$ cat config.mk
export PLATFORM = sky130hd
export DESIGN_NAME = physics_tick_scheduler
export DESIGN_NICKNAME = d
export VERILOG_FILES = /design/src/rtl/physics_tick_scheduler.sv
export SDC_FILE = /design/constraint.sdc
export NUM_CORES = 1
export LEC_CHECK = 0
export BUFFER_PORTS_ARGS = -buffer_cell sky130_fd_sc_hd__clkbuf_2
export CORE_MARGIN = 2
export CORE_UTILIZATION = 55
export CTS_CLUSTER_DIAMETER = 200
export DETAILED_ROUTE_END_ITERATION = 8
export PLACE_DENSITY = 0.81
export SYNTH_ARGS = -nofsm -noshare
export SYNTH_HDL_FRONTEND = slang
export SYNTH_SLANG_ARGS = --single-unit
export TNS_END_PERCENT = 50
$ cat constraint.sdc
create_clock -name clk_i -period 3.05 [get_ports clk_i]
set_clock_uncertainty 0.05 [all_clocks]
set_input_delay 0.1525 -clock clk_i [delete_from_list [all_inputs] [get_ports clk_i]]
set_output_delay 0.1525 -clock clk_i [all_outputs]
set_load 0.02 [all_outputs]
$ cat src/rtl/physics_tick_scheduler.sv
// Physics tick generator and two-player update-unit sequencer with watchdog and overrun count.
// Optional feature: define SCHED_ROUND_ROBIN_EN to alternate which player is updated first.
module physics_tick_scheduler #(
  parameter int unsigned SRC_FREQ  = 65_000_000,
  parameter int unsigned TICK_FREQ = 100,
  parameter int unsigned TIMEOUT   = 255
) (
  input  logic       clk_i,
  input  logic       rst_ni,
  input  logic       pause_i,
  input  logic [1:0] player_en_i,
  input  logic       upd_done_i,
  output logic       tick_o,
  output logic       upd_start_o,
  output logic       upd_sel_o,
  output logic       frame_done_o,
  output logic       busy_o,
  output logic       timeout_err_o,
  output logic [7:0] overrun_cnt_o
);

  localparam int unsigned DIV  = SRC_FREQ / TICK_FREQ;
  localparam int unsigned DivW = (DIV > 1) ? $clog2(DIV) : 1;
  localparam logic [DivW-1:0] DivMax  = DivW'(DIV - 1);
  localparam logic [7:0]      WdogMax = 8'(TIMEOUT);

  typedef enum logic [1:0] {StIdle, StIssue, StWait, StDone} state_e;

  state_e          state_q;
  logic [DivW-1:0] div_cnt_q, div_cnt_d;
  logic            tick_q, tick_d;
  logic [1:0]      pending_q;
  logic            sel_q;
  logic [7:0]      wdog_q;
  logic            timeout_err_q;
  logic [7:0]      overrun_q;
  logic            first;
  logic            other;

  // Tick divider
  always_comb begin
    div_cnt_d = div_cnt_q;
    tick_d    = 1'b0;
    if (!pause_i) begin
      if (div_cnt_q == DivMax) begin
        div_cnt_d = '0;
        tick_d    = 1'b1;
      end else begin
        div_cnt_d = div_cnt_q + DivW'(1);
      end
    end
  end

  always_ff @(posedge clk_i) begin
    if (!rst_ni) begin
      div_cnt_q <= '0;
      tick_q    <= 1'b0;
    end else begin
      div_cnt_q <= div_cnt_d;
      tick_q    <= tick_d;
    end
  end

`ifdef SCHED_ROUND_ROBIN_EN
  logic first_q;

  always_ff @(posedge clk_i) begin
    if (!rst_ni) begin
      first_q <= 1'b0;
    end else if (state_q == StDone) begin
      first_q <= ~first_q;
    end
  end

  assign first = first_q;
`else
  assign first = 1'b0;
`endif

  assign other = ~sel_q;

  always_ff @(posedge clk_i) begin
    if (!rst_ni) begin
      state_q       <= StIdle;
      pending_q     <= 2'b00;
      sel_q         <= 1'b0;
      wdog_q        <= 8'd0;
      timeout_err_q <= 1'b0;
      overrun_q     <= 8'd0;
    end else begin
      // Ticks that land while a frame is still in flight are dropped, never queued.
      if (tick_q && (state_q != StIdle) && (overrun_q != 8'hff)) begin
        overrun_q <= overrun_q + 8'd1;
      end
      unique case (state_q)
        StIdle: begin
          if (tick_q) begin
            pending_q <= player_en_i;
            if (player_en_i == 2'b00) begin
              // Empty frame passes through WAIT so frame_done lands two cycles after tick.
              state_q <= StWait;
            end else begin
              sel_q   <= player_en_i[first] ? first : ~first;
              state_q <= StIssue;
            end
          end
        end
        StIssue: begin
          wdog_q  <= 8'd0;
          state_q <= StWait;
        end
        StWait: begin
          if (pending_q == 2'b00) begin
            state_q <= StDone;
          end else if (upd_done_i || (wdog_q == WdogMax)) begin
            if (!upd_done_i) begin
              timeout_err_q <= 1'b1;
            end
            pending_q[sel_q] <= 1'b0;
            if (pending_q[other]) begin
              sel_q   <= other;
              state_q <= StIssue;
            end else begin
              state_q <= StDone;
            end
          end else begin
            wdog_q <= wdog_q + 8'd1;
          end
        end
        StDone: begin
          state_q <= StIdle;
        end
        default: begin
          state_q <= StIdle;
        end
      endcase
    end
  end

  assign tick_o        = tick_q;
  assign upd_start_o   = (state_q == StIssue);
  assign upd_sel_o     = sel_q;
  assign frame_done_o  = (state_q == StDone);
  assign busy_o        = (state_q != StIdle);
  assign timeout_err_o = timeout_err_q;
  assign overrun_cnt_o = overrun_q;

endmodule

Word-level counts from Yosys, hierarchy flattened
Cells that the tools add are included.
Widths: inputs -> output; s select.
{"block": "totals", "reg_bits": 43, "elab_cells": 75, "output_inout_bits": 14, "in_bits": 6}
{"block": "op_classes", "add_sub_neg": 3, "n_eq_ne": 13, "n_reduce_logical": 16, "mux": 26, "magnitude_cmp": 3, "bitwise": 6}
{"cell": "$add 20x1->20 const B", "n": 1}
{"cell": "$eq 20x20->1 const B", "n": 1}
{"cell": "$mux 20", "n": 1}
{"cell": "$add 8x1->8 const B", "n": 2}
{"cell": "$mux 2", "n": 8}
{"cell": "$mux 8", "n": 2}
{"cell": "$pmux 8 s2", "n": 1}
{"cell": "$ne 2x2->1 const B", "n": 6}
{"cell": "$mux 1", "n": 10}
{"cell": "$eq 8x8->1 const B", "n": 1}
{"cell": "$ne 8x8->1 const B", "n": 1}
{"cell": "$pmux 2 s4", "n": 1}
{"cell": "$reduce_and 4->1", "n": 2}
{"cell": "$logic_not 2->1", "n": 3}
{"cell": "$reduce_and 6->1", "n": 1}
{"cell": "$reduce_bool 2->1", "n": 3}
{"cell": "$eq 2x2->1 const B", "n": 2}
{"cell": "$lt 1x2->1 const B", "n": 2}
{"cell": "$not 1->1", "n": 4}
{"cell": "$pmux 2 s2", "n": 1}
{"cell": "$logic_and 1x1->1", "n": 3}
{"cell": "$ne 3x3->1 const B", "n": 1}
{"cell": "$reduce_and 3->1", "n": 1}
{"cell": "$and 2x2->2", "n": 1}
{"cell": "other kinds (8)", "n": 8}

Longest topological paths before layout
{"block": "logic_depth", "word_depth": 9, "ltp_mapped": 6, "depth_no_buf": 5}

Worst setup path after synthesis
OpenSTA, ideal clock, no wires.
{"block": "synth_path", "kind": "flip-flop to flip-flop", "startpoint": "register div_cnt_q[18]", "endpoint": "register div_cnt_q[10]", "path_buffers": 1, "setup_ps": 115, "setup_slack_ps": 909, "arrival_time_ps": 1977, "stages_incl_launch_ff": 6, "period_less_slack_ps": 2141, "required_ps": 2885, "path_cell_list": "dfxtp_1 or4_1 or4_4 o31ai_4 buf_6 nor2_1"}
{"block": "synth_via", "elab_chain_cells": 2}
{"item": "start, declared", "line": "30", "source": "logic [DivW-1:0] div_cnt_q, div_cnt_d;"}
{"item": "start signal, assigned", "line": "59", "source": "div_cnt_q <= div_cnt_d;"}
{"item": "$eq 20x20->1", "line": "45", "source": "if (div_cnt_q == DivMax) begin"}
{"item": "$mux 20", "line": "45"}
No other way between the ends.
A chain may end at the register's enable or synchronous reset.

Worst setup path after layout
{"block": "layout_path", "startpoint": "register div_cnt_q[7]", "endpoint": "register div_cnt_q[2]"}
The elaborated chain is that of the path after synthesis.

==> run_results.csv <==
group,metric,value,unit
worst_setup_path,cp_max_fo,10,
cts,clock_latency,0.30,ns
floorplan,start_util,55.95,%
route,routed_wl,4555,µm
route,drtIter0Drc,161,
worst_setup_path,required,3.20,ns
layout,areaGrowthSynthToFinish,8.848,%
yosys,synth-seq-cells,43,
worst_setup_path,r2r_cells,5,
worst_setup_path,critPathBufInv,1,
yosys,synthArstFlopShare,0,%
pwr,leakagePower,0.8650,nW
floorplan,dieArea,0.004533,mm²
worst_setup_path,path_delay_family,"simple AND/OR/NAND/NOR gates",
route,routed_via_density,6.062,
cts,htreeDepth,2,
timing,period_minus_slack,2.356,ns
timing,fmaxAchievable,0.4245,GHz
global_routing,grt_pass1_vias,1744,
layout,insertedDiodeCount,0,
yosys,ys_seq_area_share,39.02,%
yosys,synth_area,0.002206,mm²
job,cap_violations,0,
timing,drv_slew,0,
pwr,pwr_density_cell,398.7,mW/mm²
worst_hold_path,whs_path_depth,3,
route,antenna_left,0,
worst_setup_path,slowest_stage,"or4_4",
route,route.detailed.drc,0,
route,wl_per_cell,14.10,µm
route,drt_first_pass_iters,4,
cts,cts_resized,0,
global_routing,grt_pass1_wl,7665,µm
yosys,synth.avg_cell_area,8.719,µm²
global_routing,grt_overflow,0,
layout,multi_input_area,0.001267,mm²
floorplan,die_x,67.33,µm
worst_setup_path,cp-end-kind,"flop",
pwr,ir_worst_vdd,0.2047,mV
place,dp_hpwl,3199,µm
timing,fin_tns_setup,0,ns
timing,fin_crit_sh,77.24,%
yosys,synthCells,253,
timing,maxSlewHeadroom,49.61,%
layout,n_fill_cell,357,
global_routing,antenna_found_initial,0,
layout,regArea,860.8,µm²
cts,clk_path_buf_depth,2,
place,numPortBuffers,19,
cts,postCtsHoldBufs,0,
timing,rsz0062_at_grt,"false",
global_routing,grt_use_total,22.01,%
timing,tightest_slew,0.7542,ns
cts,cts-buffers-inserted,5,
layout,nets,281,
cts,root_buffer,"clkbuf_8",
yosys,synth_fp_nets,262,
layout,layout-drive-gt1-share,12.82,%
yosys,yosys_warnings,0,
worst_hold_path,hold_path_startpoint,"player_en_i[1]",
global_routing,grt_start_max_net_pins,16,
timing,finalHoldViolations,0,
floorplan,pin_count,20,
timing,setup_viol,0,
worst_setup_path,cp-start-kind,"flop",
worst_setup_path,r2r_slack,0.69,ns
worst_setup_path,path_class,"reg2reg",
yosys,synth_edf_count,0,
layout,stdcell_count,323,
worst_hold_path,min_to,"pending_q[1]",
route,dr_total_vias,1958,
cts,cts_tree,"done",
worst_setup_path,crit_arrival,2.50,ns
worst_hold_path,hold_path.class,"in2reg",
place,place_congestion,0.7709,
yosys,synthFlopType,"dfxtp_1",
cts,clk_pin_slew,0.08,ns
floorplan,die_h,67.33,µm
layout,layout_commonest_cell,"dfxtp_1",
yosys,synth_cell_types,49,
worst_setup_path,rr_startpoint,"div_cnt_q[7]",
cts,clock_sinks,43,
floorplan,rows,23,
floorplan,core_area,0.003943,mm²
cts,post_cts_buffers,0,
place,dp.cells,315,
run_status,outcome,"complete, no violations",
worst_setup_path,cp_slowest_stage_delay,0.54,ns
worst_setup_path,worstPathCellList,"or4_1 > or4_4 > o31ai_4 > buf_4 > nor2_1",
layout,final_cell_mix,"43 x dfxtp_1, 30 x nor2_1, 19 x clkbuf_2",
worst_setup_path,rr_endpoint,"div_cnt_q[2]",
-- cells in the mapped netlist (2+ instances only) --
library cell	n	area, µm²
inv_1	6	22.52
and2_1	3	18.77
or4_1	8	60.06
o211ai_1	3	22.52
o21ai_0	6	30.03
o31ai_1	6	45.04
clkbuf_1	5	18.77
and4_1	2	17.52
xor2_1	6	52.55
nor2_1	30	112.6
nand3_1	12	60.06
nor3_1	6	30.03
mux2i_1	5	50.05
dfxtp_1	43	860.8
nand2_1	13	48.80
xnor2_1	9	78.83
buf_6	2	22.52
a21oi_1	16	80.08
nor2b_1	2	12.51
or2_2	2	12.51
ha_1	3	37.54
nand2b_1	3	18.77
nor4_1	11	68.82
a211o_1	4	35.03
or2b_1	2	15.01
and4b_1	2	20.02
nand4_1	11	68.82
o311a_1	4	40.04
nand3b_1	2	15.01
or3_1	5	31.28
a21o_1	3	22.52
-- worst max-delay path by stage --
stage                    end  cells past startpoint     startpoint  slack [ns]
6_report        div_cnt_q[2]                      5   div_cnt_q[7]        0.69
5_1_grt         div_cnt_q[5]                      5  div_cnt_q[18]        0.59
4_1_cts         div_cnt_q[5]                      5  div_cnt_q[18]        0.68
3_5_place_dp    div_cnt_q[5]                      5  div_cnt_q[18]        0.69
3_3_place_gp    div_cnt_q[8]                      5  div_cnt_q[18]        0.74
2_1_floorplan  div_cnt_q[10]                      5  div_cnt_q[18]        0.91
-- power breakdown --
part	switching (mW)	internal (mW)
Sequential	0.00456	0.564
Combinational	0.0202	0.0106
Clock	0.198	0.160
-- layout make-up --
class / instances / area share (%)
Clock inverter: 2 / 0.5211
Sequential cell: 43 / 35.85
Multi-Input combinational cell: 196 / 52.79
Tap cell: 50 / 2.606
Clock buffer: 6 / 3.022
Timing Repair Buffer: 20 / 4.273
Inverter: 6 / 0.9380
-- through the flow --
step	utilization, %	setup slack (ns)	cell area [µm²]	hold WS (ns)	power, mW
floorplan	-	0.9087	2206	0.2429	0.6037
global placement	58.74	0.7386	2316	0.3678	0.6107
detailed placement	58.74	0.6920	2316	0.3738	0.6124
CTS	60.90	0.6834	2401	0.04924	0.9660
global route	60.90	0.5857	2401	0.08240	0.9921
finish	60.90	0.6943	2401	0.04769	0.9573
-- state kept, by name (all words and copies together), names as in the netlist --
| name | flops |
|---|---|
| pending_q | 2 |
| div_cnt_q | 20 |
| timeout_err_o | 1 |
| upd_sel_o | 1 |
| state_q | 2 |
| overrun_cnt_o | 8 |
| tick_o | 1 |
| wdog_q | 8 |
-- metal layers --
layer,wire [µm],vias to the layer above,track usage (%)
met4,78,0,9.694
li1,-,990,-
met3,180,9,5.500
met5,0,-,0
met1,2094,916,25.73
met2,2202,43,38.00
-- worst reg2reg max path, cell delays in order, from the launching register on --
cell and delay [ns]:
dfxtp_1 0.35, or4_1 0.50, or4_4 0.54, o31ai_4 0.48, buf_4 0.26, nor2_1 0.06
-- cells by family (layout without fill, tap and decap cells) --
logic type,Yosys count,after routing,share of synthesized area (%)
AND/OR/NAND/NOR,120,120,30.06
AO/OA/AOI/OAI,52,52,16.96
flip-flops,43,43,39.02
XOR/XNOR,15,15,5.956
buffers and inverters,14,34,3.517
multiplexers,6,6,2.779
adder cells (fa/ha/maj),3,3,1.702
Note: power is estimated with default switching activity, not from simulation.
